--- src/rtl/burst_memory_pkg.sv ---
// Shared opcodes, FSM state type and command helpers for the burst memory.
package burst_memory_pkg;

    localparam int unsigned OP_WIDTH = 2;

    localparam logic [OP_WIDTH-1:0] OP_READ  = 2'd1;
    localparam logic [OP_WIDTH-1:0] OP_WRITE = 2'd2;

    typedef enum logic [1:0] {
        IDLE       = 2'd0,
        WRITE      = 2'd1,
        READ_FETCH = 2'd2,
        READ_HOLD  = 2'd3
    } state_t;

    // Opcodes 0 and 3 are reserved and flagged as errors.
    function automatic logic op_is_legal(input logic [OP_WIDTH-1:0] op);
        return (op == OP_READ) || (op == OP_WRITE);
    endfunction

endpackage

--- src/rtl/burst_memory_ram.sv ---
// Synchronous single-port RAM, one-cycle read latency; array is never reset.
module burst_memory_ram #(
    parameter int unsigned ADDR_WIDTH = 8,
    parameter int unsigned DATA_WIDTH = 8
) (
    input  logic                  clk,
    input  logic                  rst_n,
    input  logic                  we,
    input  logic                  re,
    input  logic [ADDR_WIDTH-1:0] addr,
    input  logic [DATA_WIDTH-1:0] wdata,
    output logic [DATA_WIDTH-1:0] rdata
);

    localparam int unsigned DEPTH = 2 ** ADDR_WIDTH;

    logic [DATA_WIDTH-1:0] mem [DEPTH];

    always_ff @(posedge clk) begin
        if (we) begin
            mem[addr] <= wdata;
        end
    end

    // Read register only updates on a fetch, so it holds the last word otherwise.
    always_ff @(posedge clk or negedge rst_n) begin
        if (!rst_n) begin
            rdata <= '0;
        end else if (re) begin
            rdata <= mem[addr];
        end
    end

endmodule

--- src/rtl/burst_memory.sv ---
// Burst read/write front-end over a single-port RAM.
// Optional BURST_MEMORY_ZERO_IDLE_EN: force rd_data to zero while rd_valid is low.
module burst_memory
    import burst_memory_pkg::*;
#(
    parameter int unsigned ADDR_WIDTH = 8,
    parameter int unsigned DATA_WIDTH = 8,
    parameter int unsigned LEN_WIDTH  = 8
) (
    input  logic                  clk,
    input  logic                  rst_n,
    input  logic                  cmd_valid,
    output logic                  cmd_ready,
    input  logic [OP_WIDTH-1:0]   cmd_op,
    input  logic [ADDR_WIDTH-1:0] cmd_addr,
    input  logic [LEN_WIDTH-1:0]  cmd_len,
    input  logic                  wr_valid,
    output logic                  wr_ready,
    input  logic [DATA_WIDTH-1:0] wr_data,
    output logic                  rd_valid,
    input  logic                  rd_ready,
    output logic [DATA_WIDTH-1:0] rd_data,
    output logic                  busy,
    output logic                  cmd_err
);

    state_t                state_q, state_d;
    logic [ADDR_WIDTH-1:0] addr_q, addr_d;
    logic [LEN_WIDTH-1:0]  rem_q, rem_d;
    logic                  err_d;
    logic                  ram_we;
    logic                  ram_re;
    logic [DATA_WIDTH-1:0] ram_rdata;
    logic                  last_word;

    assign last_word = (rem_q == '0);

    // Next-state, counter and RAM-strobe logic.
    always_comb begin
        state_d = state_q;
        addr_d  = addr_q;
        rem_d   = rem_q;
        err_d   = 1'b0;
        ram_we  = 1'b0;
        ram_re  = 1'b0;
        case (state_q)
            IDLE: begin
                if (cmd_valid && cmd_ready) begin
                    addr_d = cmd_addr;
                    rem_d  = cmd_len;
                    if (!op_is_legal(cmd_op)) begin
                        err_d = 1'b1;
                    end else if (cmd_op == OP_WRITE) begin
                        state_d = WRITE;
                    end else begin
                        state_d = READ_FETCH;
                    end
                end
            end
            WRITE: begin
                if (wr_valid && wr_ready) begin
                    ram_we = 1'b1;
                    addr_d = addr_q + ADDR_WIDTH'(1);
                    if (last_word) begin
                        state_d = IDLE;
                    end else begin
                        rem_d = rem_q - LEN_WIDTH'(1);
                    end
                end
            end
            READ_FETCH: begin
                ram_re  = 1'b1;
                state_d = READ_HOLD;
            end
            READ_HOLD: begin
                if (rd_ready) begin
                    addr_d = addr_q + ADDR_WIDTH'(1);
                    if (last_word) begin
                        state_d = IDLE;
                    end else begin
                        rem_d   = rem_q - LEN_WIDTH'(1);
                        state_d = READ_FETCH;
                    end
                end
            end
            default: state_d = IDLE;
        endcase
    end

    // State, counters and all handshake outputs registered from the next state.
    always_ff @(posedge clk or negedge rst_n) begin
        if (!rst_n) begin
            state_q   <= IDLE;
            addr_q    <= '0;
            rem_q     <= '0;
            cmd_ready <= 1'b1;
            busy      <= 1'b0;
            wr_ready  <= 1'b0;
            rd_valid  <= 1'b0;
            cmd_err   <= 1'b0;
        end else begin
            state_q   <= state_d;
            addr_q    <= addr_d;
            rem_q     <= rem_d;
            cmd_ready <= (state_d == IDLE);
            busy      <= (state_d != IDLE);
            wr_ready  <= (state_d == WRITE);
            rd_valid  <= (state_d == READ_HOLD);
            cmd_err   <= err_d;
        end
    end

    burst_memory_ram #(
        .ADDR_WIDTH(ADDR_WIDTH),
        .DATA_WIDTH(DATA_WIDTH)
    ) u_ram (
        .clk  (clk),
        .rst_n(rst_n),
        .we   (ram_we),
        .re   (ram_re),
        .addr (addr_q),
        .wdata(wr_data),
        .rdata(ram_rdata)
    );

`ifdef BURST_MEMORY_ZERO_IDLE_EN
    assign rd_data = rd_valid ? ram_rdata : '0;
`else
    assign rd_data = ram_rdata;
`endif

endmodule

--- config.mk ---
export PLATFORM = sky130hd
export DESIGN_NAME = burst_memory
export DESIGN_NICKNAME = d
export VERILOG_FILES = /design/src/rtl/burst_memory_pkg.sv /design/src/rtl/burst_memory_ram.sv /design/src/rtl/burst_memory.sv
export SDC_FILE = /design/constraint.sdc
export NUM_CORES = 2
export LEC_CHECK = 0
export ABC_CLOCK_PERIOD_IN_PS = 3750
export CAP_MARGIN = 20
export CORE_AREA = 2 2 362 507
export DETAILED_ROUTE_END_ITERATION = 6
export DIE_AREA = 0 0 364 509
export GPL_TIMING_DRIVEN = 0
export SYNTH_ARGS = -nofsm -noshare
export SYNTH_HDL_FRONTEND = slang
export SYNTH_HIERARCHICAL = 1
export SYNTH_SLANG_ARGS = --single-unit
--- constraint.sdc ---
create_clock -name clk -period 3.75 [get_ports clk]
set_clock_uncertainty 0.05 [all_clocks]
set_input_delay 0.5625 -clock clk [delete_from_list [all_inputs] [get_ports clk]]
set_output_delay 0.5625 -clock clk [all_outputs]
set_load 0.05 [all_outputs]
==> reports/metrics.yaml <==
cts:
  cts_made_buffers: 189
  cts_max_level: 4
  clock_path_buffers: 3
  root_buffer: "clkbuf_16"
  clock-sinks: 2079
  insertion_delay_ps: 850
  clkTransAtPathRegs_ps: 70
  cts_tree: "built"
power_and_ir_drop:
  irDropWorstVdd_mv: 0.536
  p_leak_nw: 29.5
  power-per-cell-area_nw_per_um2: 729
  power_frac_seq_pct: 37.1
  power_mw: 69.7
  switching_share_pct: 35.7
  p_switching_mw: 24.9
  p_int_mw: 44.8
  p_comb_share_pct: 35.0
  clkPwrFrac_pct: 27.8
setup_path:
  crit_cells: 11
  max_stage_delay_ps: 570
  start_kind: "flip-flop"
  path_max_fanout: 10
  r2r_slack_ps: -170
  crit_slowest_cell: "mux4_2"
  cp.required_ps: 4410
  path_delay_family: "buffers and inverters"
  worstPathArrival_ps: 4580
  cp_num_buf_inv: 4
  worstSetupEndpoint: "u_ram/rdata[6]"
  r2r_start: "addr_q[0]"
  end_kind: "flip-flop"
  reg2reg_depth: 11
  crit_path_cell_trace: "buf_6, buf_6, buf_6, buf_6, mux4_2, mux2i_1, a22oi_1, nand2_1, o21ai_1, nor4_2, o32ai_1"
  crit_start: "addr_q[0]"
  cp_common_cell: "buf_6"
  r2r_end: "u_ram/rdata[6]"
  criticalPathCategory: "flip-flop to flip-flop"
finish:
  fin_nets: 4160
  final_common_cell: "edfxtp_1"
  post-route-util_pct: 52.9
  final_cells: 6717
  final_cell_mix: "edfxtp_1, mux4_2, clkbuf_16, nor2_4, mux2i_1"
  area.growth.synth_to_final_pct: 18.1
  final_cell_area_sq_um: 95600
  drive_gt1_share_pct: 35.3
global_routing:
  first_global_vias: 42465
  overflow: 0
  grtUsageTotal_pct: 29.9
  grt_max_degree: 157
  antenna_found_initial: 7
  grt_pass1_wl_mm: 368
logic_synthesis:
  netlist_instances: 3742
  async_reset_ff_share_pct: 1.49
  ys_ff_latch: 2079
  netlist_area_sq_um: 81000
  synth_nets: 3777
  synth.yosys.seq_area_share_pct: 76.9
  synth_cell_types: 73
  avgSynthCellArea_sq_um: 21.6
  yosysWarnings: 6
  yosysTopAreaCellShare_pct: 76.0
  synth_area_leaders: "edfxtp_1, mux4_2, nor2_1"
  synth_largest_area_cell: "edfxtp_1"
  synthFlopType: "edfxtp_1"
  synth-edff-count: 2048
placed_design:
  dpl.cell_count: 6287
  place_ws_ps: -2750
  dp_hpwl_mm: 183
  place_area_sq_um: 85600
  gp_congestion: 0.996
  port_buffers: 43
timing:
  timing.max_slew.rel_slack_pct: 25.0
  fin_crit_sh_pct: 104
  setup-tns-final_ps: -1710
  drv_slew: 0
  post-route-min-period_ps: 3920
  fmax_mhz: 255
  setup_viol: 103
  worstMarginPinSlew_ps: 1120
  layout_setup_ws_ps: -169
  holdWs_ps: 85.9
  rsz0062_at_grt: "yes"
  final-hold-violation-count: 0
floorplan:
  die_w_microns: 364
  ioPinCount: 44
  core-area_sq_um: 181000
  start_util_pct: 44.8
  rows: 185
  die_y_microns: 509
  die_area_sq_um: 185000
route:
  vias: 43671
  ant_nets: 0
  drt_iter0_drc: 6507
  wl_per_cell_microns: 40.9
  via_per_inst: 6.50
  drc: 5
  routed_wl_mm: 275
  drtPass1Iterations: 7
min_path:
  holdPathStages: 1
  hold_class: "primary input to flip-flop"
run:
  cap_violations: 0
outcome:
  violations: "design-rule violations, negative setup slack"
  status: "finished, violations left"
logic make-up (layout without fill, tap and decap cells):
| group | after synthesis | after routing | share of synthesized area (%) |
|---|---|---|---|
| AO/OA/AOI/OAI | 273 | 273 | 2.40 |
| flip-flops | 2079 | 2079 | 76.9 |
| adder cells (fa/ha/maj) | 4 | 4 | 0.0618 |
| AND/OR/NAND/NOR | 524 | 524 | 3.00 |
| buffers and inverters | 234 | 775 | 1.59 |
| other | 0 | 3 | 0 |
| multiplexers | 628 | 628 | 16.0 |
sequential cells by signal, summed over array words and instances (netlist names):
name,cells
wr_ready,1
u_ram/mem,2048
busy,1
rem_q,8
state_q,2
rd_valid,1
u_ram/rdata,8
cmd_err,1
cmd_ready,1
addr_q,8
area by class of cell:
class	count	area, sq um
fillers	13776	85100
flip-flops and latches	2079	62300
multi-input cells	1429	19500
clock buffers	229	4990
well taps	2431	3040
repair buffers	199	2670
plain buffers	214	1970
clock inverters	120	1110
inverters	13	48.8
diodes	3	7.51
cells in the mapped netlist (all sizes together), types with 4 or more instances:
master / instances
dfrtp: 30
nand2b: 15
nor2b: 30
a41oi: 4
a211oi: 13
a21oi: 21
mux2: 4
or3: 6
ha: 4
o221ai: 16
nand4: 10
o21ai: 29
a211o: 5
nor2: 257
clkbuf: 80
or2: 5
o31ai: 7
mux4: 534
a22oi: 54
a22o: 5
nand4b: 4
edfxtp: 2048
inv: 13
o22a: 18
buf: 141
mux2i: 90
nand2: 68
and2: 10
nor3: 65
nand3: 23
nand3b: 5
o32ai: 6
a31oi: 5
nor4: 9
o22ai: 63
and3: 4
what timing repair did:
item | CTS | global route
pin swaps | 45 | 13
resized for setup | 636 | 113
hold buffers | 1 | 0
endpoints found under the hold margin | 30 | 0
buffers inserted | 58 | 21
endpoints found under the setup margin | 2056 | 1448
worst min-delay path by stage:
stage                     startpoint               end  slack (ps)
after global routing      wr_data[0]  u_ram/mem[76][0]         100
after detailed placement   addr_q[1]         addr_q[1]         500
after CTS                 wr_data[0]  u_ram/mem[76][0]          60
after floorplan                rst_n         addr_q[0]         220
after global placement     addr_q[7]         addr_q[7]         500
final                     wr_data[0]  u_ram/mem[76][0]          90
per-layer routing:
metal	share of wire [%]	vias to the layer above	global-route usage, %
li1	-	16555	-
met1	34	23615	36.6
met2	48	2780	48.0
met3	10	715	6.63
met4	8.3	6	20.0
met5	0.012	-	0
power by group through the flow:
stage	sequential [mW]	clock (mW)	combinational (mW)
finish	25.9	19.4	24.4
global route	25.9	20.4	24.3
CTS	25.9	19.6	23.5
detailed placement	26.4	0	22.4
global placement	26.6	0	21.9
floorplan	26.4	0	11.4
(Power assumes the default switching activity.)
==> variant (same flow settings) <==
`addr_q` no longer has a reset.
--- a/src/rtl/burst_memory.sv
+++ b/src/rtl/burst_memory.sv
@@ -92,5 +92,4 @@
         if (!rst_n) begin
             state_q   <= IDLE;
-            addr_q    <= '0;
             rem_q     <= '0;
             cmd_ready <= 1'b1;
@@ -101,5 +100,4 @@
         end else begin
             state_q   <= state_d;
-            addr_q    <= addr_d;
             rem_q     <= rem_d;
             cmd_ready <= (state_d == IDLE);
@@ -109,4 +107,8 @@
             cmd_err   <= err_d;
         end
+    end
+
+    always_ff @(posedge clk) begin
+        addr_q <= addr_d;
     end
 
Check against the original RTL: not settled (the Yosys comparison gave no result); the edit may change what the design does.
==> variant against the unedited design <==
The run ends with negative setup slack left; die area is the same; synthesized area decreased by 0.10%; design area rose by 0.66%; worst setup slack gained 0.013 ns; routed wire length shrank 0.49%; utilization increased by 0.35 points; sequential cell count unchanged; critical path type unchanged.
Power is not compared: it rests on default switching activity, and its combinational part moved more than twofold at a synthesized area within 25%.
==> variant: results (changes against the unedited design) <==
stage	metric	value	unit	change
clock_tree	cts_resized	633		was 636
drt	routed_wl	273.6	mm	was 274.9 mm
timing	setup_ws	-0.1559	ns	was -0.1687 ns
worst_setup_path	critical_path.startpoint	addr_q[1]$_DFFE_PP_		was addr_q[0]$_DFFE_PN0P_
synthesis	async_flop_share	0.01106		was 0.01491
layout	n_all_buffers	475		was 413
drt	vias_per_cell	6.509		was 6.502
placed_design	dp_hpwl	180.1	mm	was 182.9 mm
synthesis	synth_area_leaders	edfxtp_1, mux4_2, nor2_1		unchanged
drt	wl_met3	27.96	mm	was 27.59 mm
worst_setup_path	critPathArrivalTime	4.66	ns	was 4.58 ns
drt	drt_iter0_drc	6574		was 6507
outcome	status	finished with violations		unchanged
layout	inv_count	12		was 13
synthesis	netlist_instances	3719		was 3742
drt	first_pass_iters	5		was 7
drt	dr_wl_met2	130.0	mm	was 131.5 mm
placed_design	dp_cells	6267		was 6287
timing	finalSetupViolCount	119		was 103
timing	tightest_slew	1.251	ns	was 1.121 ns
outcome	violations	negative setup slack		was design-rule violations, negative setup slack
worst_setup_path	r2r_end	u_ram/rdata[2]$_DFFE_PN0P_		was u_ram/rdata[6]$_DFFE_PN0P_
layout	nClkBuffers	225		was 229
layout	seq_cells	2079		unchanged
layout	nMultiInputCombCells	1407		was 1429
global_route	grt_pass1_vias	42700		was 42470
placed_design	routabilityCongestion	0.9925		was 0.9959
layout	layout-drive-gt1-share	0.3565		was 0.3530
layout	stdcell_count	6743		was 6717
placed_design	pre_cts_ws	-2.704	ns	was -2.747 ns
synthesis	synthesis.nets	3754		was 3777
global_route	grt_pass1_wl	365.3	mm	was 367.7 mm
layout	regArea	62320	sq um	was 62280 sq um
synthesis	synth-edff-count	2056		was 2048
==> variant: changes by cell type in the layout (fill, tap and decap cells not counted), sizes merged, moves of 5 or more <==
cell	delta
buf	+60
clkinv	-5
dfrtp	-8
edfxtp	+8
inv	-6
mux2i	-5
nand2	-10
o21ai	-7
xor2	+5
==> variant: logic make-up after synthesis <==
family          count (synthesis)  share of synthesized area
compound gates                268                    0.02396
flops                        2079                     0.7705
mux                           624                     0.1599
simple gates                  505                    0.02867
fa+ha+maj                       4                  0.0006188
buf+inv                       233                    0.01570
xor+xnor                        6                  0.0006497
==> variant: worst min path at each step <==
stage / start / to / cells after the start
6_report: rst_n / rem_q[6]$_DFFE_PN0P_ / 1
5_1_grt: rst_n / rem_q[1]$_DFFE_PN0P_ / 1
4_1_cts: rst_n / rem_q[1]$_DFFE_PN0P_ / 1
3_5_place_dp: rem_q[1]$_DFFE_PN0P_ / rem_q[1]$_DFFE_PN0P_ / 2
3_3_place_gp: rem_q[0]$_DFFE_PN0P_ / rem_q[0]$_DFFE_PN0P_ / 2
2_1_floorplan: rst_n / busy$_DFF_PN0_ / 0
==> variant: critical path: stages, from the launching register on <==
cell	delay, ns
edfxtp_1	0.48
buf_6	0.23
buf_6	0.20
buf_6	0.21
buf_6	0.22
buf_8	0.22
nand2_2	0.43
o221ai_1	0.29
nor3_2	0.47
o22ai_1	0.26
nor4_2	0.55
o22a_1	0.19
==> variant: stage by stage <==
step,instance area (sq um),hold slack [ns]
finish,96270,0.04737
global route,96270,0.06712
CTS,95740,0.02427
detailed placement,85560,0.5268
global placement,84350,0.4965
floorplan,80880,0.2169
==> variant: per-layer routing <==
layer | global-route usage | up-vias
met2 | 0.4753 | 2975
li1 | - | 16570
met1 | 0.3606 | 23560
met3 | 0.06501 | 779
met4 | 0.2084 | 2
met5 | 0 | -
